**src/rtl/lcd_timing_gen.sv**
```systemverilog
// Single-clock LCD/VGA timing generator with latency-matched panel outputs.
// Build macro LCD_TIMING_PATTERN_EN adds an internal test-pattern source selected by pat_sel_i.
`timescale 1ns/1ps
module lcd_timing_gen #(
  parameter int unsigned H_ACTIVE  = 480,
  parameter int unsigned H_FP      = 2,
  parameter int unsigned H_SYNC    = 41,
  parameter int unsigned H_BP      = 2,
  parameter int unsigned V_ACTIVE  = 272,
  parameter int unsigned V_FP      = 2,
  parameter int unsigned V_SYNC    = 10,
  parameter int unsigned V_BP      = 2,
  parameter bit          HS_POL    = 1'b0,
  parameter bit          VS_POL    = 1'b0,
  parameter int unsigned PIX_LAT   = 1,
  parameter int unsigned TILE_LOG2 = 3,
  parameter int unsigned BAR_LOG2  = 6
) (
  input  logic                        pxclk_i,
  input  logic                        rst_i,
  input  logic [1:0]                  pat_sel_i,
  input  logic [15:0]                 rgb_i,
  output logic [$clog2(H_ACTIVE)-1:0] col_o,
  output logic [$clog2(V_ACTIVE)-1:0] lin_o,
  output logic                        active_o,
  output logic                        sof_o,
  output logic                        sol_o,
  output logic                        lcd_hsync_o,
  output logic                        lcd_vsync_o,
  output logic                        lcd_den_o,
  output logic [15:0]                 lcd_rgb_o
);

  localparam int unsigned H_TOTAL  = H_ACTIVE + H_FP + H_SYNC + H_BP;
  localparam int unsigned V_TOTAL  = V_ACTIVE + V_FP + V_SYNC + V_BP;
  localparam int unsigned HW       = $clog2(H_TOTAL);
  localparam int unsigned VW       = $clog2(V_TOTAL);
  localparam int unsigned CW       = $clog2(H_ACTIVE);
  localparam int unsigned LW       = $clog2(V_ACTIVE);
  localparam int unsigned HS_START = H_ACTIVE + H_FP;
  localparam int unsigned HS_END   = H_ACTIVE + H_FP + H_SYNC;
  localparam int unsigned VS_START = V_ACTIVE + V_FP;
  localparam int unsigned VS_END   = V_ACTIVE + V_FP + V_SYNC;

  if (H_FP < 1 || H_SYNC < 1 || H_BP < 1 || V_FP < 1 || V_SYNC < 1 || V_BP < 1) begin : g_bad_porch
    $error("lcd_timing_gen: porch and sync widths must be at least 1");
  end
  if (PIX_LAT > 4) begin : g_bad_lat
    $error("lcd_timing_gen: PIX_LAT must be in 0..4");
  end

  // Payload carried through the pixel-source latency pipe
  typedef struct packed {
    logic        hs;
    logic        vs;
    logic        den;
`ifdef LCD_TIMING_PATTERN_EN
    logic        use_pat;
    logic [15:0] pat;
`endif
  } pipe_t;

  localparam pipe_t PIPE_IDLE = '{hs: ~HS_POL, vs: ~VS_POL, default: '0};

  logic [HW-1:0] hcnt;
  logic [VW-1:0] vcnt;
  logic          h_last;
  logic          v_last;
  logic          in_active;
  logic          h_sync;
  logic          v_sync;
  logic          hs_s;
  logic          vs_s;
  pipe_t         pipe_in;
  pipe_t         pipe_out;
  logic [15:0]   pix;

  always_comb begin
    h_last    = (hcnt == HW'(H_TOTAL - 1));
    v_last    = (vcnt == VW'(V_TOTAL - 1));
    in_active = (hcnt < HW'(H_ACTIVE)) && (vcnt < VW'(V_ACTIVE));
    h_sync    = (hcnt >= HW'(HS_START)) && (hcnt < HW'(HS_END));
    v_sync    = (vcnt >= VW'(VS_START)) && (vcnt < VW'(VS_END));
  end

  // vcnt only moves on the hcnt wrap, so vsync edges stay line-aligned
  always_ff @(posedge pxclk_i) begin
    if (rst_i) begin
      hcnt <= '0;
      vcnt <= '0;
    end else if (h_last) begin
      hcnt <= '0;
      vcnt <= v_last ? '0 : vcnt + VW'(1);
    end else begin
      hcnt <= hcnt + HW'(1);
    end
  end

  always_ff @(posedge pxclk_i) begin
    if (rst_i) begin
      col_o    <= '0;
      lin_o    <= '0;
      active_o <= 1'b0;
      sof_o    <= 1'b0;
      sol_o    <= 1'b0;
      hs_s     <= ~HS_POL;
      vs_s     <= ~VS_POL;
    end else begin
      col_o    <= in_active ? CW'(hcnt) : '0;
      lin_o    <= in_active ? LW'(vcnt) : '0;
      active_o <= in_active;
      sof_o    <= (hcnt == '0) && (vcnt == '0);
      sol_o    <= (hcnt == '0);
      hs_s     <= h_sync ? HS_POL : ~HS_POL;
      vs_s     <= v_sync ? VS_POL : ~VS_POL;
    end
  end

`ifdef LCD_TIMING_PATTERN_EN
  localparam logic [31:0] TILE_MASK = 32'((64'd1 << TILE_LOG2) - 64'd1);

  logic [1:0]  pat_q;
  logic [15:0] pat_pix;
  logic [2:0]  bar_idx;
  logic        tile_c;
  logic        tile_l;
  logic        grid_c;
  logic        grid_l;

  // Selection latched on the frame-start count so changes land on the next frame
  always_ff @(posedge pxclk_i) begin
    if (rst_i) begin
      pat_q <= 2'd0;
    end else if ((hcnt == '0) && (vcnt == '0)) begin
      pat_q <= pat_sel_i;
    end
  end

  always_comb begin
    tile_c  = 1'(32'(col_o) >> TILE_LOG2);
    tile_l  = 1'(32'(lin_o) >> TILE_LOG2);
    grid_c  = ((32'(col_o) & TILE_MASK) == 32'd0);
    grid_l  = ((32'(lin_o) & TILE_MASK) == 32'd0);
    bar_idx = 3'(32'(col_o) >> BAR_LOG2);
    pat_pix = 16'h0000;
    case (pat_q)
      2'd1:    pat_pix = (tile_c ^ tile_l) ? 16'h0000 : 16'hFFFF;
      2'd2:    pat_pix = {{5{bar_idx[2]}}, {6{bar_idx[1]}}, {5{bar_idx[0]}}};
      2'd3:    pat_pix = (grid_c || grid_l) ? 16'hFFFF : 16'h0000;
      default: pat_pix = 16'h0000;
    endcase
  end
`else
  logic cfg_unused;
  assign cfg_unused = ^{pat_sel_i, 8'(TILE_LOG2), 8'(BAR_LOG2)};
`endif

  always_comb begin
    pipe_in     = PIPE_IDLE;
    pipe_in.hs  = hs_s;
    pipe_in.vs  = vs_s;
    pipe_in.den = active_o;
`ifdef LCD_TIMING_PATTERN_EN
    pipe_in.use_pat = (pat_q != 2'd0);
    pipe_in.pat     = pat_pix;
`endif
  end

  // Delay sync/den by the pixel-source latency so they line up with rgb_i
  if (PIX_LAT == 0) begin : g_no_lat
    assign pipe_out = pipe_in;
  end else begin : g_lat
    pipe_t dly_q [PIX_LAT];
    always_ff @(posedge pxclk_i) begin
      if (rst_i) begin
        for (int i = 0; i < PIX_LAT; i++) dly_q[i] <= PIPE_IDLE;
      end else begin
        dly_q[0] <= pipe_in;
        for (int i = 1; i < PIX_LAT; i++) dly_q[i] <= dly_q[i-1];
      end
    end
    assign pipe_out = dly_q[PIX_LAT-1];
  end

  always_comb begin
    pix = rgb_i;
`ifdef LCD_TIMING_PATTERN_EN
    if (pipe_out.use_pat) pix = pipe_out.pat;
`endif
  end

  always_ff @(posedge pxclk_i) begin
    if (rst_i) begin
      lcd_hsync_o <= ~HS_POL;
      lcd_vsync_o <= ~VS_POL;
      lcd_den_o   <= 1'b0;
      lcd_rgb_o   <= 16'h0000;
    end else begin
      lcd_hsync_o <= pipe_out.hs;
      lcd_vsync_o <= pipe_out.vs;
      lcd_den_o   <= pipe_out.den;
      lcd_rgb_o   <= pipe_out.den ? pix : 16'h0000;
    end
  end

endmodule

```
**config.mk**
```make
export PLATFORM = sky130hd
export DESIGN_NAME = lcd_timing_gen
export DESIGN_NICKNAME = d
export VERILOG_FILES = /design/src/rtl/lcd_timing_gen.sv
export SDC_FILE = /design/constraint.sdc
export NUM_CORES = 1
export LEC_CHECK = 0
export BUFFER_PORTS_ARGS = -buffer_cell sky130_fd_sc_hd__buf_2
export CAP_MARGIN = 15
export CORE_MARGIN = 2
export CORE_UTILIZATION = 45
export CTS_CLUSTER_DIAMETER = 120
export CTS_CLUSTER_SIZE = 10
export DETAILED_ROUTE_END_ITERATION = 7
export GPL_TIMING_DRIVEN = 0
export PLACE_DENSITY = 0.68
export SLEW_MARGIN = 15
export SYNTH_ARGS = -nofsm -noshare
export SYNTH_HDL_FRONTEND = slang
export SYNTH_SLANG_ARGS = --single-unit
```
**constraint.sdc**
```tcl
create_clock -name pxclk_i -period 2.7 [get_ports pxclk_i]
set_input_delay 0.81 -clock pxclk_i [delete_from_list [all_inputs] [get_ports pxclk_i]]
set_output_delay 0.81 -clock pxclk_i [all_outputs]
set_load 0.05 [all_outputs]
```
==> flow_summary.toml, run 1 <==
[die]
design.core.area_sq_um = 4820
die_h_um = 75.3
die_area_sq_um = 5670
ios = 60
rows = 25
die_x_um = 75.3
initial_core_util_pct = 47.5

[cts]
cts_buffers = 9
cts.sinks = 64
postCtsSetupBuffers = 0
htreeDepth = 3
ctsRootBufferMaster = "clkbuf_8"
cts.clk_slew.worst_paths_ns = 0.07
cts_tree = "yes"
ctsHoldBuffers = 0
clockBufferDepth = 2
cts_resized = 0
worstSkewPairLatency_ns = 0.34

[timing]
fin_setup_tns_ns = 0
fin_skew_ns = 0.00646
finalCritPeriodShare_pct = 72.5
rsz0062_at_grt = "no"
max_slew_margin_pct = 53.0
tightest_slew_ns = 0.700
final-max-slew-violation-count = 0
hold_viol_final = 0
fin_ws_ns = 0.742
setup_viol = 0
timing.fmax_ghz = 0.511
finalCriticalPeriod_ns = 1.96

[setup_path]
worstPathRequired_ns = 2.92
critical_path_class = "reg -> reg"
cp_slowest_cell = "nor4_2"
worstSetupEndpointType = "flop"
critPathMaxFanout = 7
crit_path_start_kind = "flop"
cpPeakStageDelay_ns = 0.61
worstPathArrival_ns = 2.18
crit_chain = "clkbuf_2 -> nor4_2 -> nand3_1 -> o21bai_2 -> nor2_1"

[route]
postRouteAntennaNets = 0
wire_per_inst_um = 12.2
routed_wl_um = 4400
drt-pass1-iter-count = 4
viasPerCell = 4.63
vias = 1665
post-route-drc-count = 0
drt_iter0_drc = 40

[pwr]
clock_power_share_pct = 44.9
pwr-share-comb_pct = 6.2
sw_frac_of_total_pct = 23.3
ir_worst_vdd_uv = 480
internal_power_w = 0.00152
pwr-share-seq_pct = 48.8
leakage_nw = 1.27
p_sw_w = 0.000463
powerDensity_nw_per_um2 = 689

[placement]
place.gp.congestion = 0.843
io_buffers = 57
place_ws_ns = 0.753
hpwl_um = 2970

[yosys]
syn-num-nets = 245
ys_seq_area_share_pct = 56.0
yosys_most_used_dff = "dfxtp_1"
ys_types = 37
ys_warn_count = 0
syn_inst = 220
netlist_area_sq_um = 2290
synth-edff-count = 0
synthArstFlopShare_pct = 0
synth_most_common_cell = "dfxtp_1"
avgSynthCellArea_sq_um = 10.4
yosys_register_bits = 64
netlist_top_cells_area = "dfxtp_1 (56%), and2_1 (7.1%), xnor2_1 (3.8%), nor2_1 (3.3%), nor4_1 (3.3%)"
synth_top_area_share_pct = 56.0
synth.largest_area_cell = "dfxtp_1"
synth_commonest_cells = "dfxtp_1 (64), and2_1 (26), nor2_1 (20)"

[cells_and_area]
multiInputGateArea_sq_um = 872
syn_to_final_growth_pct = 25.7
drive_gt1_share_pct = 30.4
ff_latch_area_sq_um = 1280
antenna_cells = 0
n_fill_cell = 434
layout.nets = 313

[global_route]
grt_pass1_vias = 1518
grt_max_degree = 13
grt_util_met2_pct = 24.3
grt_usage_pct = 16.7
grt_use_met1_pct = 21.0
antenna_found_initial = 0
grt_first_pass_wirelength_um = 7040
grt_util_met3_pct = 7.14
busiest_layer = "met2"
grt_overflow = 0

[outcome]
outcome = "completed"

[job]
maxCapViolCount = 0

[hold_path]
holdCritPathClass = "reg -> reg"
metrics by stage:
step / total power, W / instance area [sq um] / std cells / util (%) / hold slack (ns)
floorplan: 0.00108 / 2290 / 220 / - / 0.389
global placement: 0.00111 / 2660 / 344 / 55.2 / 0.392
detailed placement: 0.00111 / 2660 / 344 / 55.2 / 0.392
CTS: 0.00201 / 2880 / 360 / 59.8 / 0.408
global route: 0.00206 / 2880 / 360 / 59.8 / 0.417
finish: 0.00198 / 2880 / 360 / 59.8 / 0.406
state kept, by name (all words and copies together) (netlist names):
name         cells
active_o         1
col_o            9
g_lat.dly_q      3
hcnt            10
hs_s             1
lcd_den_o        1
lcd_hsync_o      1
lcd_rgb_o       16
lcd_vsync_o      1
lin_o            9
sof_o            1
sol_o            1
vcnt             9
vs_s             1
power groups by stage:
stage / clock [W] / sequential (W) / combinational [W]
2_1_floorplan: 0 / 0.00104 / 0.0000407
3_3_place_gp: 0 / 0.000989 / 0.000123
3_5_place_dp: 0 / 0.000990 / 0.000123
4_1_cts: 0.000915 / 0.000968 / 0.000124
5_1_grt: 0.000958 / 0.000970 / 0.000134
6_report: 0.000891 / 0.000968 / 0.000123
layer usage:
metal,share of wire [%],routed length (um),up-vias
met5,0,0,-
met4,2.0,87,0
met3,9.2,404,11
met2,41,1790,60
met1,48,2110,720
li1,-,-,874
logic make-up after synthesis:
kind of cell / share of synthesized area, %
and+or+nand+nor: 27.2
DFF: 56.0
buffers and inverters: 5.96
xor gates and xnor gates: 5.74
AOI/OAI and AO/OA: 2.40
adders and majority gates: 2.73
worst paths after layout:
| kind | depth (start not counted) | start | slack (ns) | to |
|---|---|---|---|---|
| worst max-delay path | 5 | hcnt[5] | 0.74 | vcnt[2] |
| worst min-delay path | 1 | vs_s | 0.41 | g_lat.dly_q[0][1] |
| worst max register to register | 5 | hcnt[5] | 0.74 | vcnt[2] |
| worst min register to register | 1 | vs_s | 0.41 | g_lat.dly_q[0][1] |
worst max-delay path: cells and delay by family, from the launching register on:
family / cells / cell delay [ns]
AOI/OAI and AO/OA: 1 / 0.37
buffers and inverters: 1 / 0.16
and+or+nand+nor: 3 / 1.02
DFF: 1 / 0.30
final cells by class:
class	count	area share, %
plain buffers	13	3.69
clock buffers	9	4.30
clock inverters	7	3.35
inverters	8	1.04
multi-input cells	135	30.3
flip-flops and latches	64	44.5
well taps	67	2.91
repair buffers	57	9.91
placed cells by master (no fill, tap or decap), drive strengths merged, types with 6 or more instances in the layout:
cell type and count:
nor4 13, dfxtp 64, nor2 20, nand4 9
nand3 6, nand2 6, xnor2 10, buf 60
clkbuf 18, and2 27, inv 8
No activity file was read; power rests on OpenSTA's default activity.
==> inputs of run 2 (changes only) <==
--- a/config.mk
+++ b/config.mk
@@ -13,7 +13,7 @@
 export CTS_CLUSTER_SIZE = 10
 export DETAILED_ROUTE_END_ITERATION = 7
 export GPL_TIMING_DRIVEN = 0
-export PLACE_DENSITY = 0.68
+export PLACE_DENSITY = 0.7
 export SLEW_MARGIN = 15
 export SYNTH_ARGS = -nofsm -noshare
 export SYNTH_HDL_FRONTEND = slang
==> constraint.sdc (replaced) <==
create_clock -name pxclk_i -period 1.8 [get_ports pxclk_i]
set_input_delay 0.54 -clock pxclk_i [delete_from_list [all_inputs] [get_ports pxclk_i]]
set_output_delay 0.54 -clock pxclk_i [all_outputs]
set_load 0.05 [all_outputs]
==> flow_summary.toml, run 2 (synthesis results as in run 1) <==
[hold_path]
holdCritPathClass = "in -> reg"
hp-start = "rgb_i[1]"
hold_depth = 2
min_to = "lcd_rgb_o[1]"

[setup_path]
critical_path_class = "reg -> reg"
ff2ff_setup_slack_ns = 0.12
worstSetupEndpointType = "flop"
path_buf_inv = 0
crit_chain = "or4_4 -> nor4_1 -> xnor2_1 -> nor2_1"
cpPeakStageDelay_ns = 0.59
reg2reg_depth = 4
r2r_end = "vcnt[8]"
critPathMaxFanout = 7
reg2reg_from = "hcnt[4]"
cp_slowest_cell = "or4_4"
worstPathArrival_ns = 1.89
worstPathRequired_ns = 2.02
crit_path_start_kind = "flop"
critPathTopFamily = "simple AND/OR/NAND/NOR gates"

[timing]
finalCritPeriodShare_pct = 93.1
fin_setup_tns_ns = 0
max_slew_margin_pct = 68.9
rsz0062_at_grt = "no"
tightest_slew_ns = 0.466
finalCriticalPeriod_ns = 1.68
final-max-slew-violation-count = 0
setup_viol = 0
timing.fmax_ghz = 0.597
hold_viol_final = 0
fin_skew_ns = 0.00842

[die]
die_area_sq_um = 5670
die_h_um = 75.3
die_x_um = 75.3
rows = 25
initial_core_util_pct = 47.5
design.core.area_sq_um = 4820
ios = 60

[cells_and_area]
final_cell_mix = "dfxtp_1 (64), buf_2 (59), and2_1 (26)"
fin_area_sq_um = 2890
layout.nets = 313
top_register = "lcd_rgb_o"
antenna_cells = 0
top_regs = "lcd_rgb_o: 16 flops, hcnt: 10 flops"
largest_reg_flops = 16
syn_to_final_growth_pct = 26.3
final_common_cell = "dfxtp_1"
drive_gt1_share_pct = 31.2
fin_cells = 359

[cts]
ctsHoldBuffers = 0
worstSkewPairLatency_ns = 0.33
clockBufferDepth = 2
cts.clk_slew.worst_paths_ns = 0.06
htreeDepth = 3
cts.sinks = 64
ctsRootBufferMaster = "clkbuf_8"
cts_buffers = 9
cts_tree = "yes"

[route]
vias = 1745
post-route-drc-count = 0
drt-pass1-iter-count = 4
wire_per_inst_um = 12.7
drt_iter0_drc = 59
routed_wl_um = 4550
postRouteAntennaNets = 0
viasPerCell = 4.86

[job]
maxCapViolCount = 0

[placement]
hpwl_um = 3110
post_dp_cell_area_sq_um = 2660
place.gp.congestion = 0.839
post-place-cells = 344
io_buffers = 57

[pwr]
pwr-share-seq_pct = 50.4
sw_frac_of_total_pct = 22.3
powerDensity_nw_per_um2 = 997
leakage_nw = 1.28
total_power_w = 0.00288
p_sw_w = 0.000642
ir_worst_vdd_uv = 601
pwr-share-comb_pct = 6.5
internal_power_w = 0.00224
clock_power_share_pct = 43.0

[global_route]
grt_pass1_vias = 1477
grt_overflow = 0
grt_usage_pct = 17.0
grt_max_degree = 11
grt_first_pass_wirelength_um = 7000
antenna_found_initial = 0

[outcome]
outcome = "completed"
## run 2: cell count changes in the layout (fill, tap and decap cells not counted), sizes merged
cell / delta
clkinv: -3
bufinv: -1
buf: +1
clkbuf: +2
## run 2: power by group through the flow
stage                     Combinational (W)  Sequential [W]  Clock [W]
after detailed placement           0.000185         0.00149          0
after CTS                          0.000188         0.00145    0.00128
final                              0.000188         0.00145    0.00124
after global placement             0.000185         0.00148          0
after floorplan                   0.0000611         0.00155          0
after global routing               0.000201         0.00146    0.00136
## run 2: worst max path at each step
stage          slack [ns]  startpoint  cells after the start      end
2_1_floorplan        0.25     hcnt[5]                      5  vcnt[8]
6_report             0.12     hcnt[4]                      4  vcnt[8]
3_5_place_dp        -0.18     hcnt[5]                      5  vcnt[4]
4_1_cts              0.03     hcnt[4]                      4  vcnt[4]
5_1_grt             0.008     hcnt[8]                      5  hcnt[5]
3_3_place_gp        -0.15     hcnt[5]                      5  vcnt[2]
## run 2: area by class of cell
class,count,area [sq um]
timing repair buffer,58,293
clock buffer,12,165
clock inverter,3,40.0
inverter,8,30.0
sequential,64,1280
multi-input combinational,135,897
tap,67,83.8
buffer,12,103
fill,435,1920
## run 2: per-stage QoR
stage / worst slack (ns) / utilization [%] / hold WS, ns
floorplan: 0.246 / - / 0.389
global placement: -0.153 / 55.2 / 0.392
detailed placement: -0.179 / 55.2 / 0.395
CTS: 0.0252 / 59.6 / 0.394
global route: 0.00755 / 60.1 / 0.398
finish: 0.124 / 60.1 / 0.408
## run 2: what timing repair did
action                     4_1_cts  5_1_grt
pin swaps                        0        1
hold endpoints to repair         0        0
buffers inserted                 0        1
setup endpoints to repair       18       26
gates resized for setup          1        3
## run 2: routing by layer
layer  up-vias  wire length (um)  track usage [%]
li1        874                 -                -
met4         0               104             10.9
met2        74              1940             25.0
met5         -                 0                0
met1       787              2130             21.5
met3        10               384             5.42
==> inputs of run 3 (changes only) <==
--- a/config.mk
+++ b/config.mk
@@ -13,7 +13,8 @@
 export CTS_CLUSTER_SIZE = 10
 export DETAILED_ROUTE_END_ITERATION = 7
 export GPL_TIMING_DRIVEN = 0
-export PLACE_DENSITY = 0.7
+export PLACE_DENSITY = 0.68
+export REMOVE_ABC_BUFFERS = 1
 export SLEW_MARGIN = 15
 export SYNTH_ARGS = -nofsm -noshare
 export SYNTH_HDL_FRONTEND = slang
==> constraint.sdc (replaced) <==
create_clock -name pxclk_i -period 2 [get_ports pxclk_i]
set_input_delay 0.6 -clock pxclk_i [delete_from_list [all_inputs] [get_ports pxclk_i]]
set_output_delay 0.6 -clock pxclk_i [all_outputs]
set_load 0.05 [all_outputs]
==> flow_summary.toml, run 3 (synthesis results as in run 1) <==
[timing]
whs_ns = 0.408
finalCritPeriodShare_pct = 86.2
fin_skew_ns = 0.00765
rsz0062_at_grt = "no"
fin_ws_ns = 0.277
final-max-slew-violation-count = 0
fin_setup_tns_ns = 0
hold_viol_final = 0
timing.fmax_ghz = 0.580
finalCriticalPeriod_ns = 1.72
tightest_slew_ns = 0.748
setup_viol = 0
max_slew_margin_pct = 50.1

[die]
die_x_um = 75.3
design.core.area_sq_um = 4820
initial_core_util_pct = 47.5
rows = 25
die_h_um = 75.3
ios = 60
die_area_sq_um = 5670

[cells_and_area]
drive_gt1_share_pct = 29.6
syn_to_final_growth_pct = 21.0
layout.nets = 300
fin_cells = 347
top_regs = "lcd_rgb_o: 16 flops, hcnt: 10 flops"
top_register = "lcd_rgb_o"
ff_latch_area_sq_um = 1280
multiInputGateArea_sq_um = 892
antenna_cells = 0
final_cell_mix = "dfxtp_1 (63), buf_2 (57), and2_1 (26)"
largest_reg_flops = 16
n_fill_cell = 463
final_common_cell = "dfxtp_1"

[cts]
cts_buffers = 9
postCtsSetupBuffers = 0
cts.clk_slew.worst_paths_ns = 0.06
htreeDepth = 3
worstSkewPairLatency_ns = 0.34
cts.sinks = 64
clockBufferDepth = 2
ctsRootBufferMaster = "clkbuf_8"
cts_tree = "yes"

[pwr]
ir_worst_vdd_uv = 500
powerDensity_nw_per_um2 = 914
clock_power_share_pct = 42.2
total_power_w = 0.00253
leakage_nw = 1.20
internal_power_w = 0.00192
p_sw_w = 0.000617
pwr-share-seq_pct = 51.8
pwr-share-comb_pct = 6.1
sw_frac_of_total_pct = 24.4

[route]
routed_wl_um = 4070
viasPerCell = 4.71
post-route-drc-count = 0
wire_per_inst_um = 11.7
drt_iter0_drc = 49
postRouteAntennaNets = 0
drt-pass1-iter-count = 4
vias = 1633

[global_route]
antenna_found_initial = 0
grt_overflow = 0
grt_pass1_vias = 1420
grt_first_pass_wirelength_um = 6490
grt_usage_pct = 15.4
grt_max_degree = 22

[setup_path]
critPathMaxFanout = 10
reg2reg_from = "hcnt[4]"
crit_path_start_kind = "flop"
r2r_end = "hcnt[6]"
ff2ff_setup_slack_ns = 0.28
reg2reg_depth = 4
critical_path_class = "reg -> reg"
critical_path.endpoint = "hcnt[6]"
worstPathRequired_ns = 2.21
worstPathArrival_ns = 1.94
startpoint = "hcnt[4]"
worstSetupEndpointType = "flop"

[placement]
io_buffers = 57
post-place-cells = 331
hpwl_um = 2790
place_ws_ns = -0.154
place.gp.congestion = 0.946

[hold_path]
holdCritPathClass = "reg -> reg"

[outcome]
outcome = "completed"

[job]
maxCapViolCount = 0
[run 3: cell count changes in the layout (fill, tap and decap cells not counted), moves of 2 or more]
cell / previous run / this run
clkbuf_8: 14 / 9
clkbuf_2: 2 / 0
clkinvlp_4: 0 / 2
clkbuf_1: 4 / 0
buf_4: 2 / 0
clkinv_4: 0 / 2
buf_2: 59 / 57
[run 3: worst max-delay path, cell delays in order (launching register included)]
cell and delay, ns:
dfxtp_1 0.41, nor4_4 0.48, nand3_1 0.26, nand2b_1 0.37, nor2_1 0.09
[run 3: per-stage QoR]
stage / cell area (sq um) / utilization, %
final: 2770 / 57.5
after global routing: 2770 / 57.5
after CTS: 2750 / 57.2
after detailed placement: 2550 / 53.0
after global placement: 2550 / 53.0
after floorplan: 2180 / -
[run 3: area by class of cell]
cell class              instances  share of cell area [%]
multi-input cells             135                    32.2
inverters                       8                    1.08
clock buffers                   9                    4.47
repair buffers                 57                    10.3
clock inverters                 7                    2.62
flip-flops and latches         64                    46.3
well taps                      67                    3.03
[run 3: what timing repair did]
| item | CTS | global route |
|---|---|---|
| hold buffers | 0 | 0 |
| gates resized for setup | 1 | 3 |
| endpoints found under the setup margin | 12 | 24 |
[run 3: how the worst min path moves through the flow]
stage | start | to | slack, ns | cells after the start
after global placement | vs_s | g_lat.dly_q[0][1] | 0.39 | 1
after global routing | hs_s | g_lat.dly_q[0][2] | 0.42 | 1
after detailed placement | hs_s | g_lat.dly_q[0][2] | 0.39 | 1
after floorplan | vs_s | g_lat.dly_q[0][1] | 0.39 | 1
final | g_lat.dly_q[0][1] | lcd_vsync_o | 0.41 | 1
after CTS | g_lat.dly_q[0][1] | lcd_vsync_o | 0.41 | 1
[run 3: metal layers]
metal / vias to the layer above / part of all wire (%) / GRT usage [%]
met5: - / 0 / 0
met4: 0 / 2.2 / 6.63
met3: 11 / 9.3 / 8.33
met2: 63 / 41 / 21.7
met1: 708 / 47 / 19.4
li1: 851 / - / -
[run 3: power by group through the flow]
stage	registers, W	logic, W	clock network [W]
global placement	0.00134	0.000153	0
CTS	0.00131	0.000154	0.00110
global route	0.00131	0.000166	0.00116
detailed placement	0.00134	0.000153	0
floorplan	0.00140	0.0000408	0
finish	0.00131	0.000153	0.00107
